$ cat config.mk
export PLATFORM = sky130hd
export DESIGN_NAME = mem_arbiter
export DESIGN_NICKNAME = d
export VERILOG_FILES = /design/src/rtl/cpu_pkg.sv /design/src/rtl/arb_starve_counter.sv /design/src/rtl/mem_arbiter.sv
export SDC_FILE = /design/constraint.sdc
export NUM_CORES = 1
export LEC_CHECK = 0
export CAP_MARGIN = 40
export CORE_AREA = 2 2 99 101
export CTS_BUF_LIST = sky130_fd_sc_hd__clkbuf_8 sky130_fd_sc_hd__clkbuf_16
export CTS_CLUSTER_SIZE = 16
export DETAILED_ROUTE_END_ITERATION = 7
export DIE_AREA = 0 0 101 103
export GPL_ROUTABILITY_DRIVEN = 0
export PLACE_DENSITY_LB_ADDON = 0.15
export RECOVER_POWER = 25
export SYNTH_ARGS = -nofsm -noshare
export SYNTH_HDL_FRONTEND = slang
export SYNTH_SLANG_ARGS = --single-unit
$ cat constraint.sdc
create_clock -name clk -period 1.75 [get_ports clk]
set_input_delay 0.35 -clock clk [delete_from_list [all_inputs] [get_ports clk]]
set_output_delay 0.35 -clock clk [all_outputs]
set_load 0.02 [all_outputs]
$ cat src/rtl/cpu_pkg.sv
// cpu_pkg: shared types and constants for the memory arbiter.
package cpu_pkg;
   typedef enum logic [1:0] {IDLE, RD_IF, RD_D} arb_state_t;
   localparam logic [3:0] BE_FULL = 4'hF;
endpackage

$ cat src/rtl/arb_starve_counter.sv
// arb_starve_counter: saturating count of consecutive lost fetch cycles.
module arb_starve_counter
   import cpu_pkg::*;
#(
   parameter int STARVE_LIMIT = 4
) (
   input  logic clk,
   input  logic rst,
   input  logic inc_i,
   input  logic clr_i,
   output logic limit_o
);
   localparam int CW = $clog2(STARVE_LIMIT + 1);
   localparam logic [CW-1:0] LIM = CW'(STARVE_LIMIT);
   logic [CW-1:0] cnt_q, cnt_d;
   assign limit_o = cnt_q == LIM;
   always_comb cnt_d = clr_i ? '0 : (inc_i && !limit_o) ? cnt_q + 1'b1 : cnt_q;
   always_ff @(posedge clk or negedge rst)
      if (!rst) cnt_q <= '0;
      else      cnt_q <= cnt_d;
endmodule

$ cat src/rtl/mem_arbiter.sv
// mem_arbiter: shares one synchronous-read memory between fetch and data ports,
// data wins unless fetch has starved; read data is routed back one cycle later.
module mem_arbiter
   import cpu_pkg::*;
#(
   parameter int ADDR_WIDTH   = 32,
   parameter int DATA_WIDTH   = 32,
   parameter int MEM_AW       = 10,
   parameter int STARVE_LIMIT = 4
) (
   input  logic                  clk,
   input  logic                  rst,
   input  logic                  if_req,
   input  logic [ADDR_WIDTH-1:0] if_addr,
   output logic                  if_gnt,
   output logic                  if_stall,
   output logic                  if_rvalid,
   output logic [DATA_WIDTH-1:0] if_rdata,
   input  logic                  d_req,
   input  logic                  d_we,
   input  logic [ADDR_WIDTH-1:0] d_addr,
   input  logic [DATA_WIDTH-1:0] d_wdata,
   input  logic [3:0]            d_be,
   output logic                  d_gnt,
   output logic                  d_rvalid,
   output logic [DATA_WIDTH-1:0] d_rdata,
   output logic                  mem_en,
   output logic                  mem_we,
   output logic [MEM_AW-1:0]     mem_addr,
   output logic [DATA_WIDTH-1:0] mem_wdata,
   output logic [3:0]            mem_be,
   input  logic [DATA_WIDTH-1:0] mem_rdata
);
   arb_state_t state_q, state_d;
   logic       starved, if_rvalid_q, d_rvalid_q, unused;
   logic [MEM_AW-1:0] if_waddr, d_waddr;
   assign unused   = ^{if_addr, d_addr};
   assign if_waddr = if_addr[MEM_AW+1:2];
   assign d_waddr  = d_addr[MEM_AW+1:2];
   // Grants are gated by reset so the port stays quiet while rst is low.
   assign if_gnt   = rst & if_req & (~d_req | starved);
   assign d_gnt    = rst & d_req & ~(if_req & starved);
   assign if_stall = if_req & ~if_gnt;
   assign mem_en    = if_gnt | d_gnt;
   assign mem_we    = d_gnt & d_we;
   assign mem_addr  = if_gnt ? if_waddr : d_gnt ? d_waddr : '0;
   assign mem_wdata = d_gnt ? d_wdata : '0;
   assign mem_be    = if_gnt ? BE_FULL : d_gnt ? (d_we ? d_be : BE_FULL) : 4'h0;
   arb_starve_counter #(.STARVE_LIMIT(STARVE_LIMIT)) u_starve (
      .clk    (clk),
      .rst    (rst),
      .inc_i  (if_req & ~if_gnt),
      .clr_i  (~if_req | if_gnt),
      .limit_o(starved)
   );
   always_comb state_d = if_gnt ? RD_IF : (d_gnt & ~d_we) ? RD_D : IDLE;
   always_ff @(posedge clk or negedge rst)
      if (!rst) begin
         state_q     <= IDLE;
         if_rvalid_q <= 1'b0;
         d_rvalid_q  <= 1'b0;
      end else begin
         state_q     <= state_d;
         if_rvalid_q <= state_d == RD_IF;
         d_rvalid_q  <= state_d == RD_D;
      end
   assign if_rvalid = if_rvalid_q;
   assign d_rvalid  = d_rvalid_q;
   assign if_rdata  = (state_q == RD_IF) ? mem_rdata : '0;
   assign d_rdata   = (state_q == RD_D) ? mem_rdata : '0;
endmodule

### Yosys cells after proc, flatten, opt, wreduce, memory -nomap -nowiden

Index checks and enable logic that the tools add are counted.

* $add $sub $neg: 1
* equal/unequal tests: 5
* muxes and demuxes: 12
* bitwise operators: 16
* reductions and logical operators: 3

Operators with widths (count)
* 32-bit 2-to-1 mux: 3
* 10-bit 2-to-1 mux: 2
* 4-bit 2-to-1 mux: 3
* 1-bit bitwise AND: 8
* 3-bit 2-to-1 mux: 2
* 1-bit NOT: 5
* 2-bit by 1-bit equality test with 1-bit output, second input constant: 2
* 2-bit equality test, second input constant: 2
* 2-bit 2-to-1 mux: 2
* 3-bit by 1-bit adder with 3-bit output, second input constant: 1
* 3-bit equality test, second input constant: 1
* 1-bit OR: 3
* 2-bit nonzero test: 1
* 1-bit logical AND: 1
* 1-bit zero test: 1

* register bits: 7
* bits of input ports: 137
* output and inout port bits: 117
* word-level logic and storage cells: 41

### Logic depth before layout (Yosys ltp)

Gate-level depths: netlist of run 1.

* word-level depth: 8
* depth in mapped cells: 7
* gate-level depth less buffers: 6

### Modules after synthesis

A second synthesis of run 1 with hierarchy kept.

* cells, all modules: 183
* area total of the unflattened synthesis: 1201.2 sq um

Modules (own cells, without submodules)
* mem_arbiter: instances 1, cells an instance 165, area each 1003.5 sq um, seq. area each 50.0 sq um
* arb_starve_counter: instances 1, cells an instance 18, area each 197.7 sq um, seq. area each 75.1 sq um

### Worst setup path before layout of run 1

OpenSTA, ideal clock, no wires.

* path type: reg2out
* start: reg u_starve.cnt_q[0]
* end: out mem_addr[0]
* arrival time: 1.469 ns
* data required time: 1.400 ns
* path slack: -0.069 ns
* cell stages (with the launch flop): 8
* buffers on the path: 1
* cell sequence: dfrtp_1 > inv_1 > ha_1 > a21bo_2 > nand3_1 > inv_2 > buf_6 > a22o_1

* elaborated cells on any way between the ends: 8
* those cells by class: eq/ne: 1; mux: 2; bitwise: 5

RTL lines
* from (decl): RTL line arb_starve_counter.sv:15 `logic [CW-1:0] cnt_q, cnt_d;`
* from (signal assigned): RTL line arb_starve_counter.sv:20 `else cnt_q <= cnt_d;`
* 3-bit equality test: RTL line arb_starve_counter.sv:16 `assign limit_o = cnt_q == LIM;`
* 1-bit OR: RTL line mem_arbiter.sv:41 `assign if_gnt = rst & if_req & (~d_req | starved);`
* 1-bit bitwise AND: RTL line mem_arbiter.sv:41
* named net if_gnt: RTL line mem_arbiter.sv:15 `output logic if_gnt,`
* 10-bit 2-to-1 mux: RTL line mem_arbiter.sv:46 `assign mem_addr = if_gnt ? if_waddr : d_gnt ? d_waddr : '0;`
* to (decl): RTL line mem_arbiter.sv:29 `output logic [MEM_AW-1:0] mem_addr,`

The timed path passes the listed nets, and every way through them passes these cells.

### Worst setup path in the final report of run 1

* start: reg u_starve.cnt_q[0]
* end: out mem_addr[0]

* word-level cells in the longest chain between the ends: 6
* elaborated cells on any way between the ends: 8
* those cells by class: eq/ne: 1; mux: 2; bitwise: 5

RTL lines
* 3-bit equality test *: RTL line arb_starve_counter.sv:16
* 1-bit bitwise AND: RTL line mem_arbiter.sv:42 `assign d_gnt = rst & d_req & ~(if_req & starved);`
* 1-bit NOT: RTL line mem_arbiter.sv:42
* 1-bit bitwise AND: RTL line mem_arbiter.sv:42
* 10-bit 2-to-1 mux: RTL line mem_arbiter.sv:46
* 10-bit 2-to-1 mux *: RTL line mem_arbiter.sv:46

Every way passes the cells marked *; elsewhere a longest branch is shown, timed or not.

==> results of run 1 <==
==> metrics by stage <==
stage                     hold slack, ns  utilization [%]
after CTS                         0.3234            41.77
after detailed placement          0.5795            37.67
final                             0.3443            42.86
after floorplan                  0.05441                -
after global routing              0.3852            42.86
after global placement            0.5690            37.67
==> power by group <==
group          switching [mW]  internal, mW
Sequential            0.00620         0.147
Clock                  0.0620         0.148
Combinational           0.350         0.557
==> kinds of logic (layout without fill, tap and decap cells) <==
kind of cell	Yosys count	in the layout	share of synthesized area (%)
AOI/OAI and AO/OA	22	22	15.46
adders and majority gates	2	2	2.193
buffers and inverters	16	265	6.907
DFF	6	6	13.16
muxes	1	1	0.9868
and+or+nand+nor	113	113	61.29
==> registers in the layout, indices dropped and copies added, names as in the netlist <==
name and cells:
state_q 2, if_rvalid 1, u_starve.cnt_q 3
==> synth_stat cells (2+ instances only) <==
cell type   n  share of area, %
dfrtp_1     6                13
and2_1     97                53
nor2b_1     8               4.4
o21ai_0     7               3.1
clkbuf_1    6               2.0
inv_1       3              0.99
clkbuf_2    2              0.88
nand2_1     3              0.99
buf_4       2               1.3
ha_1        2               2.2
a22o_1     10               7.7
nand3_1     3               1.3
==> layout make-up <==
type / instances / area, sq um
Fill cell: 978 / 5405
Timing Repair Buffer: 257 / 2544
Multi-Input combinational cell: 138 / 1139
Sequential cell: 6 / 151.4
Tap cell: 114 / 142.6
Clock buffer: 3 / 41.29
Inverter: 4 / 27.53
Timing Repair inverter: 1 / 8.758
==> critical path, stage by stage, from the launching register on <==
cell     delay, ns
dfrtp_1       0.38
inv_2         0.08
ha_4          0.15
a31oi_4       0.13
buf_6         0.18
buf_12        0.13
buf_16        0.13
a22o_4        0.24
buf_6         0.12
==> cell usage in the layout (no fill, tap or decap), types with 2 or more instances in the layout <==
| cell | instances |
|---|---|
| dfrtp_1 | 5 |
| buf_4 | 49 |
| nor2b_1 | 6 |
| and2_4 | 33 |
| buf_8 | 3 |
| o21ai_0 | 3 |
| clkbuf_16 | 4 |
| buf_12 | 3 |
| buf_6 | 64 |
| a22o_4 | 9 |
| inv_2 | 2 |
| clkdlybuf4s50_1 | 91 |
| clkbuf_8 | 3 |
| clkbuf_2 | 3 |
| nand2_1 | 3 |
| nand3_1 | 2 |
| o21ai_2 | 4 |
| buf_2 | 32 |
| nor2b_4 | 2 |
| buf_16 | 5 |
| and2_1 | 64 |
| dlygate4sd2_1 | 3 |
==> metal layers <==
metal  part of all wire (%)  vias to the layer above  wire length [um]
li1                       -                     1018                 -
met1                     32                      927              2385
met2                     54                      145              4051
met3                     13                        5              1007
met4                   0.64                        0                48
met5                      0                        -                 0
==> timing repair <==
item / in CTS / in global routing
gates resized for setup: 545 / 132
endpoints found under the setup margin: 115 / 98
gates cloned: 6 / 7
setup buffers: 9 / 11
pin swaps: 11 / 22
==> final timing paths <==
path | from | endpoint | slack (ns) | cells after the start
max | u_starve.cnt_q[0] | mem_addr[0] | -0.37 | 8
min | rst | u_starve.cnt_q[2] | 0.34 | 3
max reg2reg | u_starve.cnt_q[0] | u_starve.cnt_q[2] | 0.07 | 8
min reg2reg | u_starve.cnt_q[1] | u_starve.cnt_q[1] | 0.61 | 3
max in group asynchronous | rst | state_q[1] | 1.24 | 3
min in group clk | u_starve.cnt_q[1] | u_starve.cnt_q[1] | 0.61 | 3
==> run metrics, run 1 <==
skew final=around 0.0083 ns; final non-filler cell total=523; clk slew on worst S/H paths=0.04 ns; Initial DRC Count=50; setup TNS=-11.97 ns; Cell Area, Placed=0.003563 sq mm; routed via count=about 2100; Slew Limit Fails=0; Max Buffers Root-to-Sink=2; die height=103 um; Critical Path Start Type=flop; post-route ant nets=0; top_reg_cell synth=dfrtp_1; DR DRC count=0; global-route wire length before repair=9680 um; chip width=101 um; DR WL/cell=14.33 um; Final HPWL DP=5030 um; DR vias/cell=4.006; row cnt=36; Die Area=0.01040 sq mm; Sink Count=6; Synth Register Bits=6; Critical Path RT=around 1.4 ns; Layout Nets=550; sequential element share of the synthesized area=13.16%; # IOs=about 250; GR Util All Layers=11.85%; share of cells above drive strength 1=55.26%; met2 Use GR=approximately a quarter; Final Critical Period=2.119 ns; kind of end point of the critical path=output pin; Hold-fix buffers, CTS=0; vias in the first global route=between 1500 and 2000; worst hold path class=in2async; initial antenna violation count=0; Leakage Power=1.994 nW; crit path max fanout=5; final hold vios=0; Post-synth EDFFs=0; post-synth net total=299; GR Layer Usage met3=4.203%; crit path kind=reg2out; synthesized area=0.001141 sq mm; antenna cell count=0; Worst Max-Slew Pin Slew=0.2737 ns; status=finished, violations left; Worst-Skew Late Latency=0.23 ns; Initial Utilization=12.06%; met1 GRT Util=11.57%; Overall Power=1.270 mW; CTS Root Cell=clkbuf_8; Syn Area/Cell=7.132 sq um; Synth Instances=between 150 and 200; core area=0.009459 sq mm; TritonCTS Buffers=3; unrepaired setup endpoints after global routing=true; Cell variety after synth=23; Arrival @ worst endpoint=approximately 1.8 ns; Placed Cells=490; gr busiest metal=met2; Final Setup Violations=50; WL final=7492 um; Async SR Flop Fraction=100.0%; max cap viols=0; H-Tree Depth=1; Final Cycle Share=121.1%; peak supply drop=approximately 0.00014 V; Layout area overhead=255.3%; Final WS setup=-0.3694 ns; CTS tree=yes; DRT Pass-1 Iters=4; Worst slew margin=81.70%; largest net degree at the start of global routing=21; YS warnings=0; Port Buf Inserts=approximately 210; Fmax=0.4718 GHz; failing checks=setup timing; final instance area=0.004054 sq mm; dpl ws=-0.7442 ns; total congestion overflow=0; P per Cell Area=~310 mW/mm^2
Note: power is estimated with default switching activity, not from simulation.
==> run 2, diff against run 1 <==
--- a/config.mk
+++ b/config.mk
@@ -8,6 +8,7 @@
 export CAP_MARGIN = 40
 export CORE_AREA = 2 2 99 101
 export CTS_BUF_LIST = sky130_fd_sc_hd__clkbuf_8 sky130_fd_sc_hd__clkbuf_16
+export CTS_CLUSTER_DIAMETER = 100
 export CTS_CLUSTER_SIZE = 16
 export DETAILED_ROUTE_END_ITERATION = 7
 export DIE_AREA = 0 0 101 103
==> results of run 2 <==
Same layout as run 1: the final DEF is identical, and so are final timing and power.
